==> src/rtl/fetch_sequencer_pkg.sv <==
// Shared types and constants for the instruction-fetch sequencer.
package fetch_sequencer_pkg;

  typedef enum logic [1:0] {
    ST_BOOT    = 2'd0,
    ST_FETCH   = 2'd1,
    ST_DISCARD = 2'd2
  } fetch_state_e;

  localparam logic [31:0] NOP_INSTR = 32'h0000_0013;
  localparam logic [31:0] PC_INC    = 32'd4;

endpackage

==> src/rtl/fetch_target_sel.sv <==
// Redirect target mux: register jump or PC-relative target, word aligned.
module fetch_target_sel (
  input  logic        i_jtype,
  input  logic [31:0] i_alu_out,
  input  logic [31:0] i_pc_plus_imm,
  output logic [31:0] o_target
);

  logic [31:0] w_raw;

  always_comb begin
    w_raw    = i_jtype ? {i_alu_out[31:1], 1'b0} : i_pc_plus_imm;
    o_target = {w_raw[31:2], 2'b00};
  end

endmodule

==> src/rtl/fetch_sequencer.sv <==
// Fetch-stage controller: owns the PC, drives a variable-latency imem and the IF/ID outputs.
module fetch_sequencer
  import fetch_sequencer_pkg::*;
#(
  parameter logic [31:0] RESET_PC = 32'h0000_0000,
  parameter int          CNT_W    = 16
) (
  input  logic             clk,
  input  logic             reset,
  input  logic             StallF,
  input  logic             BranchM,
  input  logic             JtypeM,
  input  logic [31:0]      PCPlusImmM,
  input  logic [31:0]      ALUOutM,
  output logic             imem_req,
  output logic [31:0]      imem_addr,
  input  logic             imem_ready,
  input  logic [31:0]      imem_rdata,
  output logic [31:0]      PCD,
  output logic [31:0]      InstrD,
  output logic             ValidD,
  output logic             FetchBusy,
  output logic [CNT_W-1:0] WaitCount,
  output logic [1:0]       o_dbg_state
);

  // Handshake: imem_req stays high with imem_addr stable until a cycle with
  // imem_ready=1 completes it; imem_ready is ignored whenever imem_req=0.

  fetch_state_e     r_state, w_state_nxt;
  logic [31:0]      r_pc, w_pc_nxt;
  logic [31:0]      r_addr, w_addr_nxt;
  logic [31:0]      r_pcd, w_pcd_nxt;
  logic [31:0]      r_instr, w_instr_nxt;
  logic             r_valid, w_valid_nxt;
  logic [CNT_W-1:0] r_wait;
  logic [31:0]      w_target;
  logic [31:0]      w_addr_inc;
  logic             w_req;
  logic             w_busy;

  fetch_target_sel u_target_sel (
    .i_jtype      (JtypeM),
    .i_alu_out    (ALUOutM),
    .i_pc_plus_imm(PCPlusImmM),
    .o_target     (w_target)
  );

  assign w_addr_inc = r_addr + PC_INC;

  always_comb begin
    w_state_nxt = r_state;
    w_pc_nxt    = r_pc;
    w_addr_nxt  = r_addr;
    w_pcd_nxt   = r_pcd;
    w_instr_nxt = r_instr;
    w_valid_nxt = r_valid;
    w_req       = 1'b0;
    case (r_state)
      ST_BOOT: begin
        w_addr_nxt  = r_pc;
        w_state_nxt = ST_FETCH;
      end
      ST_FETCH: begin
        w_req = 1'b1;
        if (BranchM) begin
          w_valid_nxt = 1'b0;
          w_pc_nxt    = w_target;
          if (imem_ready) begin
            w_addr_nxt = w_target;
          end else begin
            w_state_nxt = ST_DISCARD;
          end
        end else if (StallF) begin
          // Everything holds; a response arriving now is refetched later.
          w_state_nxt = ST_FETCH;
        end else if (imem_ready) begin
          w_pcd_nxt   = r_addr;
          w_instr_nxt = imem_rdata;
          w_valid_nxt = 1'b1;
          w_pc_nxt    = w_addr_inc;
          w_addr_nxt  = w_addr_inc;
        end else begin
          w_valid_nxt = 1'b0;
        end
      end
      ST_DISCARD: begin
        w_req       = 1'b1;
        w_valid_nxt = 1'b0;
        if (BranchM) begin
          w_pc_nxt = w_target;
        end
        if (imem_ready) begin
          w_addr_nxt  = BranchM ? w_target : r_pc;
          w_state_nxt = ST_FETCH;
        end
      end
      default: begin
        w_state_nxt = ST_BOOT;
      end
    endcase
  end

  always_ff @(posedge clk or posedge reset) begin
    if (reset) begin
      r_state <= ST_BOOT;
      r_pc    <= RESET_PC;
      r_addr  <= RESET_PC;
      r_pcd   <= 32'h0000_0000;
      r_instr <= NOP_INSTR;
      r_valid <= 1'b0;
    end else begin
      r_state <= w_state_nxt;
      r_pc    <= w_pc_nxt;
      r_addr  <= w_addr_nxt;
      r_pcd   <= w_pcd_nxt;
      r_instr <= w_instr_nxt;
      r_valid <= w_valid_nxt;
    end
  end

  assign w_busy = w_req & ~imem_ready;

  always_ff @(posedge clk or posedge reset) begin
    if (reset) begin
      r_wait <= '0;
    end else if (w_busy && (r_wait != {CNT_W{1'b1}})) begin
      r_wait <= r_wait + {{(CNT_W-1){1'b0}}, 1'b1};
    end
  end

  assign imem_req    = w_req;
  assign imem_addr   = r_addr;
  assign PCD         = r_pcd;
  assign InstrD      = r_instr;
  assign ValidD      = r_valid;
  assign FetchBusy   = w_busy;
  assign WaitCount   = r_wait;
  assign o_dbg_state = r_state;

endmodule

==> config.mk <==
export PLATFORM = sky130hd
export DESIGN_NAME = fetch_sequencer
export DESIGN_NICKNAME = d
export VERILOG_FILES = /design/src/rtl/fetch_sequencer_pkg.sv /design/src/rtl/fetch_target_sel.sv /design/src/rtl/fetch_sequencer.sv
export SDC_FILE = /design/constraint.sdc
export NUM_CORES = 1
export LEC_CHECK = 0
export ABC_AREA = 1
export ABC_CLOCK_PERIOD_IN_PS = 12830
export BUFFER_PORTS_ARGS = -buffer_cell sky130_fd_sc_hd__buf_2
export CELL_PAD_IN_SITES_DETAIL_PLACEMENT = 0
export CELL_PAD_IN_SITES_GLOBAL_PLACEMENT = 1
export CORE_MARGIN = 8
export CORE_UTILIZATION = 41
export DETAILED_ROUTE_END_ITERATION = 6
export PLACE_DENSITY_LB_ADDON = 0.1
export SETUP_SLACK_MARGIN = 0.02
export SLEW_MARGIN = 5
export SYNTH_ARGS = -nofsm -noshare
export SYNTH_HDL_FRONTEND = slang
export SYNTH_SLANG_ARGS = --single-unit
export TNS_END_PERCENT = 5
==> constraint.sdc <==
create_clock -name clk -period 12.83 [get_ports clk]
set_input_delay 0.6415 -clock clk [delete_from_list [all_inputs] [get_ports clk]]
set_output_delay 0.6415 -clock clk [all_outputs]
set_load 0.01 [all_outputs]
==> flow_summary.toml, run 1 <==
[job]
drv.max_cap_violation_count = 0

[sta]
maxSlewHeadroom_pct = 29.6
layout_worst_path_cycle_share_pct = 26.4
achievable-frequency_mhz = 296
unrepaired_setup_endpoints_after_global_routing = "false"
hold_violations = 0
finalSetupViolations = 0
final.setup_skew_ns = 0.0126
slew_violations = 0
timing_worst_slew_pin_value_ns = 1.05
setup_tns_ns = 0
timing.final.crit_period_ns = 3.38

[global_routing]
global_route.overflow_total = 0
grt_max_degree = 89
grt_antenna_before_repair = 0
grt_pass1_vias = 7417
wire_length_of_the_first_global_routing_pass_um = 40600
groute.usage.overall_pct = 20.9

[route]
wl_um = 25800
dr.first_iter.drc_count = 541
drt-pass1-iter-count = 7
detail_route.wl_per_cell_um = 16.3
vias = 7849
route.detailed.drc = 0
route.detailed.vias_per_inst = 4.97
final_antenna_net_count = 0

[synth]
postSynth.topFlopCell = "sky130_fd_sc_hd__dfrtp_1"
yosys_warnings = 0
synth_enable_flop_cells = 0
syn_area_um2 = 8270
synth_sequential_area_ratio_pct = 44.5
syn_avg_cell_area_um2 = 7.43
postSynthCellCount = 1114
postSynthNetCount = 1222
yosysUniqueCellTypes = 38
async_reset_ff_share_pct = 100
synth.ff_latch_count = 147

[clock_tree]
clock_tree.buffer_depth = 2
clock_tree_from_tritoncts = "done"
clk_pin_slew_ns = 0.07
post_cts_hold_buffer_count = 0
cts_repair_resize_count = 0
numCtsBuffers = 17
clock_sink_count = 147
post-cts-setup-buffers = 0
clock_insertion_delay_at_the_later_pin_of_the_skew_report_ns = 0.43
htree_num_levels = 4
clock-root-buffer = "sky130_fd_sc_hd__clkbuf_16"

[place]
place_area_um2 = 9470
port_buffers = 214
gpl_congestion = 0.810
detailed_place_hpwl_um = 18600

[floorplan]
die_area_um2 = 25000
die-height_um = 158
num_io_pins = 219
floorplan.core_area_um2 = 20000
rows = 52
start_util_pct = 41.3
chipWidth_um = 158

[worst_setup_path]
worst_ep_required_time_ns = 13.17
timing.critical_path.arrival_ns = 3.72
crit_path_launch_type = "flip-flop"
kind_of_critical_path = "flip-flop to flip-flop"
timing.critical_path.fanout_max = 62
register_to_register_setup_slack_ns = 9.45
timing.critical_path.to_type = "flip-flop"

[finish]
stdcell_area_um2 = 10100
finalNetCount = 1405
post_route_cells_drive_above_1_share_pct = 24.1
syn2layout_area_growth_pct = 21.8
num_antenna_cells = 0

[pwr]
power_density_nw_per_um2 = 263
irDropWorstVdd_uv = 102
finalPower_w = 0.00265
power.static_leakage_nw = 5.14

[worst_hold_path]
hold_path_class = "input pin to async pin"

[outcome]
outcome = "finished clean"
## path summary, 6_finish.rpt
| kind | depth (start not counted) | endpoint | start |
|---|---|---|---|
| min in group clk | 2 | InstrD[20] | imem_rdata[20] |
| worst min-delay path | 2 | WaitCount[15] | reset |
| worst min register to register | 2 | PCD[24] | PCD[24] |
| max in group asynchronous | 3 | imem_addr[30] | reset |
| worst max-delay path | 10 | imem_addr[16] | o_dbg_state[0] |
| worst max register to register | 10 | imem_addr[16] | o_dbg_state[0] |
## layer usage
| layer | up-vias | GRT usage, % | routed length (um) |
|---|---|---|---|
| met5 | - | 0 | 0 |
| met4 | 0 | 4.98 | 226 |
| met3 | 14 | 4.18 | 1980 |
| met2 | 274 | 30.3 | 11000 |
| met1 | 3567 | 31.1 | 12600 |
| li1 | 3994 | - | - |
## sequential cells by signal, indices dropped and copies added (netlist names)
name and flops:
imem_addr 32, InstrD 32, o_dbg_state 2, PCD 32, WaitCount 16, r_pc 32, ValidD 1
## cell usage after synthesis, drive strengths merged (2+ instances only)
cell type	n	area, um2
a31oi	4	25.0
dfrtp	144	3600
o31ai	3	22.5
o32ai	2	17.5
ha	6	75.1
xor2	15	131
nand3	54	270
a22oi	6	45.0
mux2	33	372
dfstp	3	78.8
nand2	319	1210
nor3	6	30.0
and2	2	12.5
inv	92	345
nor2	167	689
a21oi	52	268
o22ai	24	150
o211ai	6	45.0
o21ai	111	556
buf	39	199
nand4	4	25.0
clkbuf	16	60.1
## metrics by stage
step	util, %	hold WS, ns	std cells	setup WS, ns
5_1_grt	50.3	0.408	1580	9.13
4_1_cts	50.3	0.357	1580	9.44
2_1_floorplan	-	0.453	1114	8.24
6_report	50.3	0.338	1580	9.45
3_3_place_gp	47.3	0.461	1548	9.46
3_5_place_dp	47.3	0.469	1548	9.47
## critical path, cell delays in order (launching register included)
cell and delay, ns:
sky130_fd_sc_hd__dfrtp_1 0.43, sky130_fd_sc_hd__inv_1 0.10, sky130_fd_sc_hd__ha_1 0.32, sky130_fd_sc_hd__inv_2 0.46, sky130_fd_sc_hd__nor2_1 0.84, sky130_fd_sc_hd__inv_2 0.42, sky130_fd_sc_hd__o21ai_0 0.34, sky130_fd_sc_hd__nor2_1 0.06
sky130_fd_sc_hd__nand2_1 0.10, sky130_fd_sc_hd__nand2_1 0.11, sky130_fd_sc_hd__o21ai_1 0.10
## layout make-up
cell class	instances	area, um2
Timing Repair Buffer	219	1110
Sequential cell	147	3680
Clock inverter	15	171
Multi-Input combinational cell	820	4000
Clock buffer	17	425
Inverter	92	350
Tap cell	270	338
Fill cell	2059	9970
## placed cells by master, fill, tap and decap left out, drive strengths merged, types with 15 or more instances in the layout
master	Yosys	routed
o21ai	111	111
dfrtp	144	144
clkbuf	16	17
nor2	167	167
o22ai	24	24
nand2	319	319
xor2	15	15
nand3	54	54
a21oi	52	52
inv	92	99
buf	39	219
mux2	33	33
## logic make-up (layout without fill, tap and decap cells)
group | Yosys count | count (layout) | synth area share [%]
and+or+nand+nor | 556 | 556 | 27.4
AOI/OAI and AO/OA | 210 | 210 | 13.8
DFF | 147 | 147 | 44.5
buffers and inverters | 147 | 343 | 7.31
muxes | 33 | 33 | 4.49
xor gates and xnor gates | 15 | 15 | 1.59
adders and majority gates | 6 | 6 | 0.908
## report_power, final
part / leakage (nW) / switching, W / internal, W
Sequential: 1.80 / 0.000166 / 0.000682
Combinational: 3.06 / 0.000834 / 0.000457
Clock: 0.290 / 0.000216 / 0.000292
Total: 5.14 / 0.00122 / 0.00143
(Power assumes the default switching activity.)
==> run 2: changes to the inputs <==
--- a/config.mk
+++ b/config.mk
@@ -6,12 +6,12 @@
 export NUM_CORES = 1
 export LEC_CHECK = 0
 export ABC_AREA = 1
-export ABC_CLOCK_PERIOD_IN_PS = 12830
+export ABC_CLOCK_PERIOD_IN_PS = 3250
 export BUFFER_PORTS_ARGS = -buffer_cell sky130_fd_sc_hd__buf_2
 export CELL_PAD_IN_SITES_DETAIL_PLACEMENT = 0
 export CELL_PAD_IN_SITES_GLOBAL_PLACEMENT = 1
 export CORE_MARGIN = 8
-export CORE_UTILIZATION = 41
+export CORE_UTILIZATION = 38
 export DETAILED_ROUTE_END_ITERATION = 6
 export PLACE_DENSITY_LB_ADDON = 0.1
 export SETUP_SLACK_MARGIN = 0.02
==> constraint.sdc (replaced) <==
create_clock -name clk -period 3.25 [get_ports clk]
set_input_delay 0.1625 -clock clk [delete_from_list [all_inputs] [get_ports clk]]
set_output_delay 0.1625 -clock clk [all_outputs]
set_load 0.01 [all_outputs]
==> flow_summary.toml, run 2 (synthesis results as in run 1) <==
[finish]
post_route_cells_drive_above_1_share_pct = 24.1
multi_input_comb_area_um2 = 3990
final.fill_count = 2225
num_antenna_cells = 0
reg_area_um2 = 3680
finalNetCount = 1448
mostFrequentLayoutCells = "315 x sky130_fd_sc_hd__nand2_1, 214 x sky130_fd_sc_hd__buf_2, 154 x sky130_fd_sc_hd__nor2_1"
syn2layout_area_growth_pct = 26.7
most_frequent_standard_cell_in_the_layout_excluding_fill_and_tap_cells = "sky130_fd_sc_hd__nand2_1"

[global_routing]
global_route.overflow_total = 0
groute.usage.overall_pct = 19.9
grt_antenna_before_repair = 0
grt_max_degree = 55
grt_pass1_vias = 7723
wire_length_of_the_first_global_routing_pass_um = 42300

[floorplan]
rows = 54
die-height_um = 164
floorplan.core_area_um2 = 21600
start_util_pct = 38.3
chipWidth_um = 164
num_io_pins = 219
die_area_um2 = 26700

[sta]
timing.final.crit_period_ns = 2.31
finalHoldWorstSlack_ns = -0.0158
achievable-frequency_mhz = 432
layout_worst_path_cycle_share_pct = 71.2
final.setup_skew_ns = 0.0193
finalSetupViolations = 0
maxSlewHeadroom_pct = 30.3
slew_violations = 0
timing_worst_slew_pin_value_ns = 1.04
hold_violations = 41
unrepaired_setup_endpoints_after_global_routing = "false"
setup_tns_ns = 0

[worst_setup_path]
critical_path.slowest_cell = "sky130_fd_sc_hd__dfrtp_1"
timing.critical_path.to_type = "flip-flop"
timing.critical_path.arrival_ns = 2.60
kind_of_critical_path = "flip-flop to flip-flop"
crit_path_launch_type = "flip-flop"
worst_ep_required_time_ns = 3.53
timing.critical_path.cells = "inv_1 -> ha_1 -> inv_2 -> nor2_1 -> inv_2 -> o21ai_0 -> nor2_1 -> nand2_1 -> nand2_1 -> o21ai_1"
timing.critical_path.fanout_max = 22
cpPeakStageDelay_ns = 0.42

[outcome]
failed_checks = "hold timing"
outcome = "complete, but fails checks"

[route]
wl_um = 26800
dr.first_iter.drc_count = 539
final_antenna_net_count = 0
vias = 7967
detail_route.wl_per_cell_um = 16.4
route.detailed.drc = 0
route.detailed.vias_per_inst = 4.88
drt-pass1-iter-count = 5

[pwr]
power.static_leakage_nw = 5.32
power_density_nw_per_um2 = 996
irDropWorstVdd_uv = 422

[clock_tree]
clock-root-buffer = "sky130_fd_sc_hd__clkbuf_16"
clock_sink_count = 147
clock_insertion_delay_at_the_later_pin_of_the_skew_report_ns = 0.42
clock_tree_from_tritoncts = "done"
htree_num_levels = 4
numCtsBuffers = 17
cts_repair_resize_count = 0
clk_pin_slew_ns = 0.07
clock_tree.buffer_depth = 2

[job]
drv.max_cap_violation_count = 0

[worst_hold_path]
hold_path_class = "input pin to async pin"

[place]
detailed_place_hpwl_um = 19700
gpl_congestion = 0.829
port_buffers = 214
## run 2: power by group
part	total, W	internal [W]	leakage (nW)	switching [W]
Combinational	0.00524	0.00188	3.25	0.00336
Sequential	0.00334	0.00269	1.80	0.000648
Clock	0.00186	0.00102	0.264	0.000839
Total	0.0104	0.00559	5.32	0.00485
## run 2: final timing paths
kind / startpoint / cells after the start / to / slack, ns
max in group asynchronous: reset / 3 / imem_addr[21] / 2.45
min in group clk: StallF / 5 / ValidD / 0.12
worst min register to register: PCD[31] / 2 / PCD[31] / 0.48
worst min-delay path: reset / 2 / WaitCount[15] / -0.02
worst max-delay path: o_dbg_state[0] / 10 / imem_addr[16] / 0.94
worst max register to register: o_dbg_state[0] / 10 / imem_addr[16] / 0.94
## run 2: critical path: cells and delay by family, from the launching register on
| kind | cells | cell delay (ns) |
|---|---|---|
| adder cells (fa/ha/maj) | 1 | 0.32 |
| AND/OR/NAND/NOR | 4 | 0.41 |
| flip-flops | 1 | 0.42 |
| AO/OA/AOI/OAI | 2 | 0.27 |
| buffers and inverters | 3 | 0.75 |
## run 2: timing repair
item / CTS / global route
setup buffers: 0 / 0
endpoints found under the hold margin: 31 / 1
hold buffers: 31 / 1
endpoints found under the setup margin: 0 / 0
## run 2: stage by stage
| step | total power, W | setup WS, ns | instance area, um2 | util [%] | std cells |
|---|---|---|---|---|---|
| final | 0.0104 | 0.938 | 10500 | 48.5 | 1633 |
| after global placement | 0.00853 | 0.981 | 9600 | 44.4 | 1569 |
| after floorplan | 0.00675 | 1.24 | 8280 | - | 1114 |
| after CTS | 0.0105 | 0.958 | 10500 | 48.4 | 1632 |
| after detailed placement | 0.00860 | 0.980 | 9600 | 44.4 | 1569 |
| after global routing | 0.0114 | 0.729 | 10500 | 48.5 | 1633 |
## run 2: layout make-up
type                       instances  area share (%)
sequential                       147            35.1
clock inverter                    14            1.13
timing repair buffer             262            14.8
clock buffer                      18            4.19
multi-input combinational        820            38.1
inverter                          92            3.33
tap                              280            3.34
## run 2: layer usage
metal	global-route usage [%]	part of all wire, %	vias up
met5	0	0	-
met2	29.5	42	282
li1	-	-	4065
met4	4.50	0.73	0
met3	3.65	6.7	13
met1	29.5	50	3607
==> run 3: changes to the inputs <==
--- a/config.mk
+++ b/config.mk
@@ -6,12 +6,12 @@
 export NUM_CORES = 1
 export LEC_CHECK = 0
 export ABC_AREA = 1
-export ABC_CLOCK_PERIOD_IN_PS = 3250
+export ABC_CLOCK_PERIOD_IN_PS = 2100
 export BUFFER_PORTS_ARGS = -buffer_cell sky130_fd_sc_hd__buf_2
 export CELL_PAD_IN_SITES_DETAIL_PLACEMENT = 0
 export CELL_PAD_IN_SITES_GLOBAL_PLACEMENT = 1
 export CORE_MARGIN = 8
-export CORE_UTILIZATION = 38
+export CORE_UTILIZATION = 34
 export DETAILED_ROUTE_END_ITERATION = 6
 export PLACE_DENSITY_LB_ADDON = 0.1
 export SETUP_SLACK_MARGIN = 0.02
==> constraint.sdc (replaced) <==
create_clock -name clk -period 2.1 [get_ports clk]
set_input_delay 0.105 -clock clk [delete_from_list [all_inputs] [get_ports clk]]
set_output_delay 0.105 -clock clk [all_outputs]
set_load 0.01 [all_outputs]
==> flow_summary.toml, run 3 (synthesis results as in run 1) <==
[pwr]
power_density_nw_per_um2 = 1550
swShare_pct = 45.3
seqPwrFrac_pct = 31.1
clock_power_share_pct = 18.0
cell_internal_pwr_w = 0.00912
switching_power_w = 0.00755
power.static_leakage_nw = 5.43
comb_power_share_pct = 51.0
irDropWorstVdd_uv = 832

[place]
gpl_congestion = 0.788
place_area_um2 = 9870
detailed_place_hpwl_um = 20700
port_buffers = 214

[worst_setup_path]
timing.rr.end = "WaitCount[13]"
register_to_register_setup_slack_ns = 0.15
kind_of_critical_path = "flip-flop to flip-flop"
timing.critical_path.arrival_ns = 2.30
regToRegStartpoint = "o_dbg_state[1]"
worst_ep_required_time_ns = 2.45
timing.critical_path.to_type = "flip-flop"
timing.critical_path.fanout_max = 9
rr_worst_depth = 9
crit_path_launch_type = "flip-flop"

[global_routing]
grt_max_degree = 62
grt_antenna_before_repair = 0
groute.usage.overall_pct = 19.0
global_route.overflow_total = 0
wire_length_of_the_first_global_routing_pass_um = 43800
grt_pass1_vias = 7758

[floorplan]
floorplan.core_area_um2 = 24100
rows = 57
die-height_um = 172
die_area_um2 = 29600
num_io_pins = 219
start_util_pct = 34.3
chipWidth_um = 172

[finish]
post_route_cells_drive_above_1_share_pct = 24.9
syn2layout_area_growth_pct = 30.4
stdcell_area_um2 = 10800
most_frequent_standard_cell_in_the_layout_excluding_fill_and_tap_cells = "sky130_fd_sc_hd__nand2_1"
mostFrequentLayoutCells = "315 x sky130_fd_sc_hd__nand2_1, 214 x sky130_fd_sc_hd__buf_2, 153 x sky130_fd_sc_hd__nor2_1"
finalNetCount = 1462
num_antenna_cells = 0

[sta]
slew_violations = 0
hold_violations = 0
timing.final.crit_period_ns = 1.95
final.setup_skew_ns = 0.0165
unrepaired_setup_endpoints_after_global_routing = "true"
setup_tns_ns = 0
finalSetupViolations = 0
maxSlewHeadroom_pct = 54.7
finalHoldWorstSlack_ns = 0.0946
achievable-frequency_mhz = 512
layout_worst_path_cycle_share_pct = 93.0
timing_worst_slew_pin_value_ns = 0.679

[clock_tree]
clock_tree_from_tritoncts = "done"
clock_sink_count = 147
clock-root-buffer = "sky130_fd_sc_hd__clkbuf_16"
clock_tree.buffer_depth = 2
clock_insertion_delay_at_the_later_pin_of_the_skew_report_ns = 0.42
htree_num_levels = 4
clk_pin_slew_ns = 0.07
post-cts-setup-buffers = 0
numCtsBuffers = 17

[route]
route.detailed.vias_per_inst = 4.77
vias = 8072
dr.first_iter.drc_count = 622
drt-pass1-iter-count = 5
detail_route.wl_per_cell_um = 16.7
final_antenna_net_count = 0
wl_um = 28200
route.detailed.drc = 0

[worst_hold_path]
hold_path_class = "input pin to flip-flop"
worstHoldStart = "StallF"
worst_hold_path.num_cells = 5
hold_end = "ValidD"

[outcome]
outcome = "finished clean"

[job]
drv.max_cap_violation_count = 0
==> run 3: cell types whose count changed in the layout (fill, tap and decap cells not counted), sizes merged <==
| cell | delta |
|---|---|
| buf | +13 |
| inv | -5 |
| clkbuf | +4 |
| bufinv | +1 |
| dlygate4sd3 | +1 |
==> run 3: worst max path at each step <==
stage | endpoint | slack, ns | start
floorplan | InstrD[10] | 0.15 | reset
global placement | imem_addr[12] | 0.12 | o_dbg_state[0]
detailed placement | imem_addr[12] | 0.07 | o_dbg_state[0]
CTS | imem_addr[12] | 0.03 | o_dbg_state[0]
global route | imem_addr[26] | 0.02 | imem_addr[15]
finish | WaitCount[13] | 0.15 | o_dbg_state[1]
==> run 3: critical path, stage by stage, from the launching register on <==
cell and delay [ns]:
sky130_fd_sc_hd__dfrtp_1 0.44, sky130_fd_sc_hd__inv_1 0.10, sky130_fd_sc_hd__ha_1 0.32, sky130_fd_sc_hd__inv_2 0.06
sky130_fd_sc_hd__nor2_2 0.19, sky130_fd_sc_hd__nand2_2 0.19, sky130_fd_sc_hd__nor2_2 0.19, sky130_fd_sc_hd__nand2_1 0.10
sky130_fd_sc_hd__nor2_1 0.12, sky130_fd_sc_hd__xor2_1 0.16
==> run 3: metal layers <==
metal	GRT usage, %	vias to the layer above	share of wire, %
met3	3.22	21	6.5
met5	0	-	0
met1	28.2	3696	50
li1	-	4095	-
met4	4.99	0	1.3
met2	28.0	260	42
==> run 3: power groups by stage <==
stage | Sequential (W) | Combinational, W | Clock [W]
floorplan | 0.00548 | 0.00496 | 0
global placement | 0.00519 | 0.00846 | 0
detailed placement | 0.00522 | 0.00850 | 0
CTS | 0.00517 | 0.00859 | 0.00308
global route | 0.00536 | 0.00953 | 0.00318
finish | 0.00518 | 0.00849 | 0.00300
==> run 3: final cells by class <==
class	count	area (um2)
fillers	2521	13300
inverters	92	352
clock inverters	10	100
clock buffers	22	474
flip-flops and latches	147	3680
well taps	324	405
multi-input cells	820	4000
repair buffers	276	1770
==> run 3: what timing repair did <==
action / CTS / global route
setup endpoints to repair: 0 / 53
hold buffers: 33 / 0
endpoints found under the hold margin: 53 / 0
resized for setup: 0 / 6
==> run 3: through the flow <==
step                std cells  util [%]  setup slack, ns  total power [W]
CTS                      1691      44.7           0.0299           0.0168
floorplan                1114         -            0.150           0.0104
detailed placement       1626      40.9           0.0675           0.0137
global route             1691      44.7           0.0175           0.0181
global placement         1626      40.9            0.121           0.0137
finish                   1691      44.7            0.147           0.0167
